<file path="src/rtl/r52_sequencer.sv">
// Fetch/decode/execute controller for the R52 accumulator machine.
// Owns the program counter and instruction register, sequences each
// instruction through FETCH/DECODE/EXEC and drives the datapath strobes.
module r52_sequencer #(
  parameter int ADDR_WIDTH = 4,
  parameter int DATA_WIDTH = 12,
  parameter int CNT_WIDTH  = 8
) (
  input  logic                  timer555,
  input  logic                  reset_count_n,
  input  logic                  run,
  input  logic                  step_mode,
  input  logic                  step,
  output logic [ADDR_WIDTH-1:0] RAM1_addr,
  input  logic [DATA_WIDTH-1:0] RAM1_out,
  input  logic                  Z_flag,
  input  logic                  PZ_flag,
  output logic [ADDR_WIDTH-1:0] RAM2_addr,
  output logic                  RAM2_we,
  output logic [1:0]            mux_switch_out,
  output logic                  Acc_latch,
  output logic                  out_latch,
  output logic                  busy,
  output logic                  halted,
  output logic [CNT_WIDTH-1:0]  instr_count
);

  typedef enum logic [2:0] {
    S_IDLE,
    S_FETCH,
    S_DECODE,
    S_EXEC,
    S_WAIT_STEP,
    S_HALT
  } state_t;

  state_t                state, state_nxt;
  logic [ADDR_WIDTH-1:0] pc;
  logic [DATA_WIDTH-1:0] ir;
  logic [CNT_WIDTH-1:0]  count;

  logic is_hlt;
  logic is_branch;
  logic br_taken;
  logic start;

  assign is_hlt    = (ir == '0);
  assign is_branch = |ir[6:4];
  assign start     = run && ((state == S_IDLE) || (state == S_HALT));

  // Branch resolution: only the highest-priority branch bit decides (BRA > BRZ > BRP)
  always_comb begin
    br_taken = 1'b0;
    if (ir[6])      br_taken = 1'b1;
    else if (ir[5]) br_taken = Z_flag;
    else if (ir[4]) br_taken = PZ_flag;
  end

  // Address/select outputs follow IR, so they are stable from DECODE through EXEC
  assign RAM1_addr      = pc;
  assign RAM2_addr      = ir[ADDR_WIDTH-1:0];
  assign mux_switch_out = ir[8:7];
  assign busy           = (state == S_FETCH) || (state == S_DECODE) ||
                          (state == S_EXEC)  || (state == S_WAIT_STEP);
  assign halted         = (state == S_HALT);
  assign instr_count    = count;

  // State register
  always_ff @(posedge timer555 or negedge reset_count_n) begin
    if (!reset_count_n) state <= S_IDLE;
    else                state <= state_nxt;
  end

  // Next-state and strobe decode; strobes depend on registered state/IR only
  always_comb begin
    state_nxt = state;
    RAM2_we   = 1'b0;
    Acc_latch = 1'b0;
    out_latch = 1'b0;
    case (state)
      S_IDLE, S_HALT: begin
        if (run) state_nxt = S_FETCH;
      end
      S_FETCH: state_nxt = S_DECODE;
      S_DECODE: begin
        if (is_hlt) state_nxt = S_HALT;
        else        state_nxt = S_EXEC;
      end
      S_EXEC: begin
        if (!is_branch) begin
          if (ir[11])      RAM2_we   = 1'b1;
          else if (ir[10]) Acc_latch = 1'b1;
          else if (ir[9])  out_latch = 1'b1;
        end
        state_nxt = step_mode ? S_WAIT_STEP : S_FETCH;
      end
      S_WAIT_STEP: begin
        if (step || !step_mode) state_nxt = S_FETCH;
      end
      default: state_nxt = S_IDLE;
    endcase
  end

  // Program counter, instruction register and saturating instruction counter
  always_ff @(posedge timer555 or negedge reset_count_n) begin
    if (!reset_count_n) begin
      pc    <= '0;
      ir    <= '0;
      count <= '0;
    end else if (start) begin
      pc    <= '0;
      count <= '0;
    end else if (state == S_FETCH) begin
      ir <= RAM1_out;
    end else if (state == S_EXEC) begin
      pc <= br_taken ? ir[ADDR_WIDTH-1:0] : pc + 1'b1;
      if (count != '1) count <= count + 1'b1;
    end
  end

endmodule

</file>
<file path="config.mk">
export PLATFORM = sky130hd
export DESIGN_NAME = r52_sequencer
export DESIGN_NICKNAME = d
export VERILOG_FILES = /design/src/rtl/r52_sequencer.sv
export SDC_FILE = /design/constraint.sdc
export NUM_CORES = 1
export LEC_CHECK = 0
export CAP_MARGIN = 10
export CORE_UTILIZATION = 30
export DETAILED_ROUTE_END_ITERATION = 8
export DONT_BUFFER_PORTS = 1
export PLACE_DENSITY = 0.42
export SLEW_MARGIN = 40
export SYNTH_ARGS = -nofsm -noshare
export SYNTH_HDL_FRONTEND = slang
export SYNTH_SLANG_ARGS = --single-unit
</file>
<file path="constraint.sdc">
create_clock -name timer555 -period 1.7 [get_ports timer555]
set_input_delay 0.34 -clock timer555 [delete_from_list [all_inputs] [get_ports timer555]]
set_output_delay 0.34 -clock timer555 [all_outputs]
set_load 0.01 [all_outputs]
</file>
* Word level (Yosys, flattened, before mapping)
Index checks and enable logic that the tools add are counted.
** Operators by class
- Add/sub/neg operators :: 2
- Multiply operators :: 0
- Div/mod/pow operators :: 0
- $lt $le $gt $ge :: 0
- Eq/ne operators :: 9
- Shift operators :: 0
- Muxes and demuxes :: 28
- Bitwise logic cells :: 1
- Reductions and logical operators :: 17
** Operator list (number)
- $mux W8 :: 4
- $mux W4 :: 4
- $mux W1 :: 15
- $pmux W3 S5 :: 1
- $logic_not A12 Y1 :: 1
- $mux W3 :: 4
- $add A8 B1 Y8 const B :: 1
- $ne A8 B8 Y1 const B :: 1
- $eq A3 B2 Y1 const B :: 2
- $eq A3 B3 Y1 const B :: 2
- $reduce_and A2 Y1 :: 3
- $logic_or A1 B1 Y1 :: 5
- $add A4 B1 Y4 const B :: 1
- $ne A2 B2 Y1 const B :: 2
- $reduce_bool A2 Y1 :: 2
- $eq A3 B1 Y1 const B :: 1
- $logic_not A3 Y1 :: 1
- $reduce_and A3 Y1 :: 1
- $reduce_or A3 Y1 :: 1
- $ne A2 B1 Y1 const B :: 1
- $reduce_or A2 Y1 :: 1
- $logic_and A1 B1 Y1 :: 1
- $logic_not A1 Y1 :: 1
- $not A1 Y1 :: 1
** Storage, ports and cells
- Flip-flop bits (word level) :: 27
- Bits in latches :: 0
- RAM bits :: 0
- ROM bits :: 0
- Input port bits :: 19
- Output and inout bits :: 23
- Word-level logic and storage cells :: 61
- Memories kept :: 0

* Logic depth before layout (Yosys ltp)
- Word-level depth :: 7
- Depth in mapped cells :: 6
- Depth with buffers taken out :: 5

* Least setup slack after synthesis
OpenSTA, ideal clock, no wires.
- Path type :: register -> register
- From :: reg count[0] (netlist: instr_count[0])
- To :: reg count[3] (netlist: instr_count[3])
- Setup time :: 0.131 ns
- Data arrival time :: 1.470 ns
- Required time :: 1.569 ns
- Path slack :: 0.099 ns
- Cell stages (with the launch flop) :: 6
- Path buffers :: 0
- Period minus slack after synthesis :: 1.601 ns
- Path through :: dfrtp_1 -> ha_1 -> and4_1 -> a41oi_4 -> nand4_1 -> mux2i_1
** Between the ends
- Word-level cells in the longest chain between the ends :: 5
- Elaborated cells between the ends (all ways) :: 8
- Those cells by class :: 1 x add/sub; 1 x eq/ne; 4 x mux; 2 x reduce/logical
** RTL lines
- from (decl) :: RTL line 40 : logic [CNT_WIDTH-1:0] count;
- from (signal assigned) :: RTL line 117 : if (count != '1) count <= count + 1'b1;
- $add A8 B1 Y8 :: RTL line 117
- $mux W8 :: RTL line 117
- $mux W8 :: RTL line 115 : end else if (state == S_EXEC) begin
- $mux W8 :: RTL line 113 : end else if (state == S_FETCH) begin
- $mux W8 :: RTL line 110 : end else if (start) begin
Several ways; a longest one is shown, not always the timed one. The select of a mux whose other input is x is not followed.
A chain may end at the register's enable or synchronous reset.

* Worst setup path in the final report
- From :: reg ir[4]
- To :: out Acc_latch
** Between the ends
- Word-level cells in the longest chain between the ends :: 3
** RTL lines
- from (decl) :: RTL line 39 : logic [DATA_WIDTH-1:0] ir;
- from (signal assigned) :: RTL line 114 : ir <= RAM1_out;
- $reduce_or A3 Y1 :: RTL line 48 : assign is_branch = |ir[6:4];
- $mux W1 :: RTL line 90 : if (!is_branch) begin
- $mux W1 :: RTL line 80 : case (state)
- to (decl) :: RTL line 21 : output logic Acc_latch,
Every way passes these cells.

==> impl_metrics.py <==
metrics = {
    "floorplanning": {
        "core_area_sq_mm": 0.00479,
        "io_pins": 42,
        "initial_core_util_pct": 31.8,
        "fp.dieArea_sq_mm": 0.00536,
        "die_h_um": 73.2,
        "rows": 25,
        "die_width_um": 73.2,
    },
    "yosys": {
        "ys.flop_type": "dfrtp_1",
        "synth-seq-area-share_pct": 44.4,
        "postSynthAreaPerCell_sq_um": 10.9,
        "yosys.area_share.simple_pct": 21.2,
        "yosysWarningCount": 0,
        "synth_xor_area_share_pct": 1.73,
        "syn-cell-area_sq_mm": 0.00152,
        "synth_fa_ha_area_share_pct": 1.65,
        "synthArstFlopShare_pct": 100,
        "yosysUniqueCellTypes": 40,
        "synthMuxAreaShare_pct": 14.2,
        "synth_edf_count": 0,
        "synth-compound-area-share_pct": 10.0,
        "synth_top_family_by_area": "simple AND/OR/NAND/NOR gates",
        "syn-instance-count": 139,
        "synthesis.nets": 160,
        "synth_seq_cells": 27,
    },
    "place": {
        "finalWeightedCongestion": 0.767,
        "port_buffers": 0,
        "dp_cells": 206,
        "dpl_worst_slack_ps": 104,
        "dpl.hpwl_um": 2410,
    },
    "clock_tree": {
        "clock-sinks": 27,
        "cts.htree.levels": 1,
        "cts_tree": "built",
        "cts.reportedPaths.clkPinSlew_ps": 100,
        "cts_buffer_depth": 2,
        "clock_latency_ps": 270,
        "cts_root_buffer": "clkbuf_8",
        "cts_buffers": 3,
    },
    "min_path": {
        "min-delay-path-class": "input pin to flop",
    },
    "layout": {
        "drive_above_1_share_pct": 29.1,
        "area_delta_synth_final_pct": 12.4,
        "fin_util_pct": 35.7,
        "final_cells": 215,
        "nFillCells": 495,
        "antennaDiodeCount": 0,
        "final_nets": 170,
    },
    "drt": {
        "routedWlPerCell_um": 14.9,
        "drc_errors": 0,
        "drtIter0Drc": 45,
        "vias": 1047,
        "ant_nets": 0,
        "drt-total-wl_um": 3210,
        "drt_first_pass_iters": 3,
        "vias_per_cell": 4.87,
    },
    "grt": {
        "grt_pass1_wl_um": 5290,
        "antenna_found_initial": 0,
        "grt_pass1_vias": 1106,
        "grt-ovfl-total": 0,
        "grt_usage_pct": 13.2,
        "grt_max_degree": 28,
    },
    "power_and_ir_drop": {
        "fin_total_pwr_mw": 3.01,
        "ir_drop_mv": 0.612,
        "p_leak_nw": 0.754,
        "power_density_mw_per_mm2": 1760,
    },
    "sta": {
        "finClkSkew_ps": 1.62,
        "final-max-slew-violation-count": 0,
        "rsz0062_at_grt": "true",
        "final_hold_viol_count": 0,
        "worst_slack_ps": 47.7,
        "worstMarginPinSlew_ps": 384,
        "period_minus_slack_ps": 1650,
        "max_freq_mhz": 605,
        "maxSlewHeadroom_pct": 74.4,
        "setup_violations": 0,
        "final.period_utilization_pct": 97.2,
    },
    "run": {
        "drv_cap": 0,
    },
    "worst_setup_path": {
        "critPathMaxStageDelay_ps": 430,
        "critPathKind": "flop to output port",
        "critical_path.cell_chain": "nor3_4, and2_1, and3b_2",
        "cp_max_fo": 3,
        "slowest_stage": "dfrtp_1",
        "worstPathRequired_ps": 1360,
        "cp.arrival_ps": 1310,
        "cp-start-kind": "flop",
        "cp-end-kind": "output port",
    },
    "status": {
        "status": "finished clean",
    },
}
-- registers in the layout (all words and copies together) (netlist names) --
register and cells:
state 3, RAM1_addr 4, instr_count 8, ir 12
-- cells by family after synthesis --
| kind of cell | count (synthesis) |
|---|---|
| buffers and inverters | 15 |
| flip-flops | 27 |
| adder cells (fa/ha/maj) | 2 |
| XOR/XNOR | 3 |
| AO/OA/AOI/OAI | 19 |
| multiplexers | 20 |
| AND/OR/NAND/NOR | 53 |
-- Yosys cell counts (all sizes together), types with 2 or more instances --
master | count | area [sq um]
and3b | 2 | 17.5
nand2b | 2 | 12.5
mux2i | 8 | 80.1
nand3b | 2 | 27.5
nand3 | 7 | 35.0
xnor2 | 2 | 17.5
nor3 | 3 | 20.0
dfrtp | 27 | 676
nor2 | 7 | 26.3
nand4 | 2 | 12.5
a211oi | 2 | 20.0
mux2 | 12 | 135
o2bb2ai | 2 | 17.5
o21ai | 4 | 23.8
nor3b | 3 | 27.5
nand2 | 16 | 60.1
o22ai | 3 | 18.8
nor2b | 2 | 12.5
a21oi | 3 | 15.0
buf | 11 | 87.6
ha | 2 | 25.0
inv | 4 | 15.0
a31oi | 2 | 12.5
nor4 | 2 | 33.8
and3 | 2 | 12.5
-- final timing paths --
check | start | to | slack (ps) | depth (start not counted)
setup reg to reg | instr_count[0] | instr_count[3] | 110 | 5
max in group asynchronous | reset_count_n | state[1] | 1030 | 2
hold / removal | step_mode | state[2] | 200 | 2
min in group asynchronous | reset_count_n | instr_count[4] | 500 | 2
hold reg to reg | ir[10] | ir[10] | 550 | 1
setup / recovery | ir[4] | Acc_latch | 50 | 3
-- routing by layer --
| metal | GRT usage (%) | vias to the layer above | wire, um |
|---|---|---|---|
| met5 | 0 | - | 0 |
| met4 | 5.01 | 0 | 25 |
| met3 | 3.87 | 2 | 179 |
| met2 | 22.8 | 22 | 1650 |
| met1 | 15.2 | 511 | 1350 |
| li1 | - | 512 | - |
-- power breakdown --
group          total, mW  internal, mW  leakage, nW  switching [mW]
sequential          1.17         0.909        0.337           0.263
clock              0.377         0.164       0.0255           0.212
combinational       1.46         0.728        0.391           0.732
-- metrics by stage --
| stage | hold WS (ps) | setup TNS (ps) | instance area, sq um |
|---|---|---|---|
| CTS | 195 | 0 | 1710 |
| global placement | 45.2 | 0 | 1600 |
| detailed placement | 45.2 | 0 | 1600 |
| global route | 189 | -54.9 | 1710 |
| floorplan | 44.4 | 0 | 1520 |
| finish | 202 | 0 | 1710 |
-- layout make-up --
type	count	area [sq um]	share of cell area [%]
Clock buffer	3	41.3	2.42
Tap cell	67	83.8	4.90
Clock inverter	1	5.00	0.293
Inverter	4	15.0	0.878
Multi-Input combinational cell	97	751	43.9
Sequential cell	27	678	39.7
Timing Repair Buffer	16	135	7.91
-- layout by cell type (no fill, tap or decap), types with 2 or more instances in the layout --
master / instances
dfrtp_1: 25
nand2_1: 16
buf_4: 14
mux2_2: 12
mux2i_1: 8
nor2_1: 7
nand3_1: 7
inv_1: 4
o22ai_1: 3
a21oi_1: 3
o21ai_0: 3
clkbuf_8: 3
nand2b_1: 2
xnor2_1: 2
and3b_2: 2
and3_1: 2
nor3b_1: 2
a31oi_1: 2
nor3_1: 2
nand4_1: 2
o2bb2ai_1: 2
nor2b_1: 2
ha_1: 2
dfrtp_2: 2
-- timing repair --
item                       CTS  global route
pin swaps                    1             1
hold buffers                 2             0
hold endpoints to repair    27             0
buffers inserted             3             0
gates resized for setup      4             1
setup endpoints to repair    2             3
-- critical path: cells and delay by family, from the launching register on --
family	cells	cell delay [ps]
flip-flops	1	430
AND/OR/NAND/NOR	3	610
No activity file was read; power rests on OpenSTA's default activity.
==> variant 1, RTL diff (same settings) <==
`DATA_WIDTH`: 12 -> 24.
--- a/src/rtl/r52_sequencer.sv
+++ b/src/rtl/r52_sequencer.sv
@@ -5,3 +5,3 @@
   parameter int ADDR_WIDTH = 4,
-  parameter int DATA_WIDTH = 12,
+  parameter int DATA_WIDTH = 24,
   parameter int CNT_WIDTH  = 8
Interface: changed (resized RAM1_out); port bits go from 42 to 54. The function was not compared with the original's and may differ.
==> variant 1 against the unedited design <==
  * Synthesized area up 27%
  * Sequential cell count grew 12
  * Count of clock-buffer cells in the layout rose by 2
  * Wire length grew 34%
  * Synthesized cell count rose by 20%
  * Maximum frequency up 1.9%
  * Critical path depth did not move
  * Critical path type unchanged
  * Setup slack improved by 0.030 ns
  * Critical endpoint unchanged
  * Cell area grew 31%
  * Largest power group is now registers
  * Clock power increased by 100%
  * Global-route usage grew 0.91 points
  * Highest routed layer unchanged
  * Power up 39%
  * Clock skew rose by 0.0014 ns
==> variant 1: results (changes against the unedited design) <==
mux share of post-synthesis cell area: 16.12% (+2.0 points)
Worst EP arrival: 1.28 ns (-0.03 ns)
TritonCTS Buffers: 5 (+2)
CTS Buffer Depth: 2 (unchanged)
slowest CP cell: dfrtp_1
Synth Area in Compound Gates: 8.127% (-1.9 points)
initial antenna violation count: 0 (unchanged)
most flop-heavy register: ir
status: finished clean
Leak Pwr: 0.0009446 uW (+25%)
ant diodes: 0 (unchanged)
syn_nets: 200 (+25%)
H-Tree Level Count: 2 (+1)
Clk Latency, worst-skew pair: 0.29 ns (+0.02 ns)
Synth area leaders: dfrtp_1 (51%), mux2_2 (14%), buf_4 (3.1%), nand3_1 (2.6%), mux2i_1 (2.1%)
Peak VDD IR: 0.0007168 V (+17%)
Iter 0 DRT Violations: 47 (+4.4%)
Final GP Congestion: 0.7788 (+1.6%)
WL final: 4303 um (+34%)
# port buffers: 0 (unchanged)
gr usage total: 14.07% (+0.91 points)
Netlist cell types: 40 (unchanged)
largest net degree at the start of global routing: 40 (+43%)
vias in the first global route: 1418 (+28%)
crit-path max cell delay: 0.40 ns (-0.03 ns)
number of flip-flops in the largest register: 24 (+12)
Nets: 215 (+26%)
synth cell count leaders: dfrtp_1 (39), mux2_2 (24), nand3_1 (10)
register area share after synthesis: 50.72% (+6.3 points)
Final Skew: 0.003026 ns (+0.001411 ns)
Design Power: 4182 uW (+39%)
Root Buffer: clkbuf_8
first-pass GRT wire length: 6865 um (+30%)
post-synthesis adder-cell area fraction: 1.300% (-0.35 points)
clock-pin slew on the worst setup and hold paths: 0.08 ns (-0.02 ns)
share of post-route cells with drive strength above 1: 32.79% (+3.7 points)
First-pass DRT Iterations: 4 (+1)
Ys Warns: 0 (unchanged)
worst rel slew slack: 58.28% (-16 points)
Min-Delay Path Class: in2reg
Crit Path Max Fanout: 4 (+1)
Synth Area in XOR/XNOR: 1.365% (-0.36 points)
count leader, synth: dfrtp_1
asr flop ratio synth: 100.0% (unchanged)
HPWL after DPL: 3114 um (+29%)
vias after detailed routing: 1392 (+33%)
variant 1: cell types whose count changed after synthesis, sizes merged, moves of 3 or more:
cell and delta:
mux2i -4, o211ai +3, mux2 +12, nand3 +3, nor4 +3, nand2 -10
dfrtp +12, o21ai +5
variant 1: layout make-up:
cell class                      instances  area [sq um]
Fill cell                             586          3816
Sequential cell                        39         978.4
Multi-Input combinational cell        113         867.1
Timing Repair Buffer                   21         185.2
Tap cell                               75         93.84
Clock buffer                            5         68.82
Clock inverter                          3         43.79
Inverter                                2         7.507
variant 1: per-layer routing:
metal / up-vias / global-route usage [%] / share of wire, %
li1: 644 / - / -
met1: 682 / 16.10 / 39
met2: 57 / 22.56 / 50
met3: 9 / 6.154 / 9.5
met4: 0 / 6.491 / 1.6
met5: - / 0 / 0
variant 1: cell families after synthesis:
family | count (synthesis)
AOI/OAI and AO/OA | 24
xor gates and xnor gates | 3
adders and majority gates | 2
buffers and inverters | 15
DFF | 39
muxes | 28
and+or+nand+nor | 56
variant 1: per-stage QoR:
step	setup WS [ns]	hold slack, ns	cells	instance area, sq um
5_1_grt	0.002562	0.1706	258	2245
3_3_place_gp	0.1256	0.04566	241	2037
6_report	0.07775	0.1859	258	2245
2_1_floorplan	0.05575	0.04441	167	1924
3_5_place_dp	0.09223	0.04574	241	2037
4_1_cts	0.03327	0.1807	251	2188
variant 1: repair_timing:
item	4_1_cts	5_1_grt
setup endpoints to repair	3	5
gates resized for setup	4	1
hold endpoints to repair	39	0
setup buffers	0	7
hold buffers	2	0
variant 1: path summary, 6_finish.rpt:
kind,from,to,slack [ns],cells after the start
max in group asynchronous,reset_count_n,state[0]$_DFFE_PN0P_,0.96,2
hold / removal,run,state[0]$_DFFE_PN0P_,0.19,1
setup reg to reg,state[0]$_DFFE_PN0P_,instr_count[5]$_DFFE_PN0P_,0.16,5
min in group asynchronous,reset_count_n,instr_count[7]$_DFFE_PN0P_,0.52,2
setup / recovery,ir[4]$_DFFE_PN0P_,Acc_latch,0.08,3
hold reg to reg,ir[21]$_DFFE_PN0P_,ir[21]$_DFFE_PN0P_,0.51,1
variant 1: worst max-delay path, delay by kind of cell (launching register included):
family,cells,cell delay [ns]
buffers and inverters,1,0.15
DFF,1,0.40
and+or+nand+nor,2,0.44
variant 1: where the power goes:
| part | total [uW] | switching [uW] | internal [uW] |
|---|---|---|---|
| Sequential | 1730 | 396 | 1330 |
| Combinational | 1680 | 730 | 953 |
| Clock | 769 | 332 | 437 |
| Total | 4180 | 1460 | 2720 |
==> variant 2, RTL diff (config.mk and constraints unchanged) <==
Made on the original files. Register the inputs `run`, `step_mode`, `step`, `RAM1_out`, `Z_flag` and `PZ_flag` before use, without a reset. The logic sees them one clock later.
--- a/src/rtl/r52_sequencer.sv
+++ b/src/rtl/r52_sequencer.sv
@@ -36,2 +36,18 @@
 
+  logic run_q;
+  logic step_mode_q;
+  logic step_q;
+  logic [DATA_WIDTH-1:0] RAM1_out_q;
+  logic Z_flag_q;
+  logic PZ_flag_q;
+
+  always_ff @(posedge timer555) begin
+    run_q       <= run;
+    step_mode_q <= step_mode;
+    step_q      <= step;
+    RAM1_out_q  <= RAM1_out;
+    Z_flag_q    <= Z_flag;
+    PZ_flag_q   <= PZ_flag;
+  end
+
   state_t                state, state_nxt;
@@ -48,3 +64,3 @@
   assign is_branch = |ir[6:4];
-  assign start     = run && ((state == S_IDLE) || (state == S_HALT));
+  assign start     = run_q && ((state == S_IDLE) || (state == S_HALT));
 
@@ -54,4 +70,4 @@
     if (ir[6])      br_taken = 1'b1;
-    else if (ir[5]) br_taken = Z_flag;
-    else if (ir[4]) br_taken = PZ_flag;
+    else if (ir[5]) br_taken = Z_flag_q;
+    else if (ir[4]) br_taken = PZ_flag_q;
   end
@@ -81,3 +97,3 @@
       S_IDLE, S_HALT: begin
-        if (run) state_nxt = S_FETCH;
+        if (run_q) state_nxt = S_FETCH;
       end
@@ -94,6 +110,6 @@
         end
-        state_nxt = step_mode ? S_WAIT_STEP : S_FETCH;
+        state_nxt = step_mode_q ? S_WAIT_STEP : S_FETCH;
       end
       S_WAIT_STEP: begin
-        if (step || !step_mode) state_nxt = S_FETCH;
+        if (step_q || !step_mode_q) state_nxt = S_FETCH;
       end
@@ -113,3 +129,3 @@
     end else if (state == S_FETCH) begin
-      ir <= RAM1_out;
+      ir <= RAM1_out_q;
     end else if (state == S_EXEC) begin
Function: changed (Yosys sat finds a counterexample within 4 cycles, from zero or initial values and one cycle with reset_count_n low).
==> variant 2 against the unedited design <==
  * Highest routed layer unchanged
  * Largest cell class is now sequential cells
  * Critical path depth did not move
  * Sequential share of layout area rose by 7.6 points
  * Synthesized area rose by 21%
  * Clock power grew 140%
  * Cell area up 26%
  * Setup slack got worse by 0.093 ns
  * The run now ends with negative setup slack left
  * Sequential cell count up 17
  * Wire length grew 20%
  * Power up 29%
==> variant 2: results (changes against the unedited design) <==
H-Tree Level Count: 2 (+1)
fin worst setup slack: -0.04487 ns (-0.09257 ns)
register area share after synthesis: 55.24% (+11 points)
CTS Buffer Depth: 2 (unchanged)
initial antenna violation count: 0 (unchanged)
vias in the first global route: 1211 (+9.5%)
DR WL/cell: 15.33 um (+2.8%)
status: complete, but fails checks
Peak VDD IR: 0.0006394 V (+4.5%)
failing checks: negative setup slack
Worst R2R Path Depth: 5 (unchanged)
largest net degree at the start of global routing: 28 (unchanged)
routed vias/inst: 4.892 (+0.47%)
placed cell area: 1924 sq um (+20%)
gr usage total: 13.35% (+0.19 points)
R2R Path End: instr_count[3]$_DFFE_PN0P_
Final Skew: 0.003793 ns (+0.002177 ns)
synth cell count leaders: dfrtp_1 (27), dfxtp_1 (17), mux2_2 (12)
first-pass GRT wire length: 6320 um (+19%)
Nets: 196 (+15%)
Clk Latency, worst-skew pair: 0.30 ns (+0.03 ns)
clock-pin slew on the worst setup and hold paths: 0.08 ns (-0.02 ns)
First-pass DRT Iterations: 4 (+1)
Hold EP: step_q$_DFF_P_
Worst EP arrival: 1.40 ns (+0.09 ns)
Final Setup Violations: 2 (+2)
Crit Path Max Fanout: 3 (unchanged)
Worst R2R Setup Slack: 0.14 ns (+0.03 ns)
TritonCTS Buffers: 5 (+2)
Root Buffer: clkbuf_8
# port buffers: 0 (unchanged)
asr flop ratio synth: 61.36% (-39 points)
Synth area leaders: dfrtp_1 (37%), dfxtp_1 (19%), mux2_2 (7.3%), buf_4 (4.1%), mux2i_1 (3.3%)
Top FF cell, synth: dfrtp_1
Reg area: 1016 sq um (+50%)
Netlist cell types: 39 (-2.5%)
Hold Startpoint: step
Final GP Congestion: 0.7177 (-6.4%)
Min-Delay Path Class: in2reg
Ys Warns: 0 (unchanged)
EDFF count, synth: 0 (unchanged)
Slew @ Worst Pin: 0.3900 ns (+0.005650 ns)
syn_nets: 180 (+13%)
worst r2r src: state[0]$_DFFE_PN0P_
share of post-route cells with drive strength above 1: 26.70% (-2.3 points)
HPWL after DPL: 2662 um (+11%)
Iter 0 DRT Violations: 34 (-24%)
Fillers: 582 (+18%)
hold_ws: 0.06047 ns (-0.1414 ns)
Leak Pwr: 0.0009338 uW (+24%)
ant diodes: 0 (unchanged)
Hold Path Depth: 0 (-2)
[variant 2: repair_timing]
action / in CTS / in global routing
gates resized for setup: 1 / 2
hold buffers: 2 / 0
pin swaps: 1 / 0
buffers inserted: 3 / 5
hold endpoints to repair: 27 / 0
setup endpoints to repair: 3 / 4
[variant 2: power by group]
group	internal, uW	switching, uW
registers	1310	337
clock network	528	361
logic	711	646
total	2550	1340
[variant 2: kinds of logic (layout without fill, tap and decap cells)]
group	count (synthesis)	count (layout)	share of synthesized area, %
and+or+nand+nor	55	55	18.37
buffers and inverters	17	34	5.986
DFF	44	44	55.24
AOI/OAI and AO/OA	21	21	7.483
adders and majority gates	2	2	1.360
muxes	18	18	10.61
xor gates and xnor gates	2	2	0.9526
[variant 2: layout make-up]
class	count	area share [%]
sequential	44	47.24
multi-input combinational	98	33.57
timing repair buffer	21	8.028
clock buffer	7	4.538
tap	75	4.363
clock inverter	1	1.396
inverter	5	0.8726
[variant 2: worst max-delay path: stages, from the launching register on]
cell and delay [ns]:
dfrtp_1 0.40, nor4_2 0.29, buf_4 0.16, and4b_2 0.26
[variant 2: worst max-delay path by stage]
| stage | start | cells after the start | to |
|---|---|---|---|
| floorplan | state[0]$_DFFE_PN0P_ | 4 | out_latch |
| global route | ir[5]$_DFFE_PN0P_ | 3 | out_latch |
| global placement | ir[5]$_DFFE_PN0P_ | 3 | out_latch |
| finish | ir[5]$_DFFE_PN0P_ | 3 | out_latch |
| CTS | ir[5]$_DFFE_PN0P_ | 3 | out_latch |
| detailed placement | ir[5]$_DFFE_PN0P_ | 3 | out_latch |
[variant 2: routing by layer]
| layer | global-route usage, % | vias to the layer above | wire [um] |
|---|---|---|---|
| li1 | - | 590 | - |
| met1 | 16.32 | 600 | 1668 |
| met2 | 20.85 | 32 | 1894 |
| met3 | 4.773 | 6 | 229 |
| met4 | 6.250 | 0 | 56 |
| met5 | 0 | - | 0 |
[variant 2: per-stage QoR]
stage                     std cells  total power (uW)  worst slack [ns]  setup TNS, ns
after floorplan                 159              2681            0.2598              0
final                           251              3896          -0.04487       -0.04497
after global routing            251              4179           -0.1447        -0.2530
after detailed placement        233              2905            0.1663              0
after global placement          233              2858            0.1741              0
after CTS                       246              3878          -0.08168        -0.1279
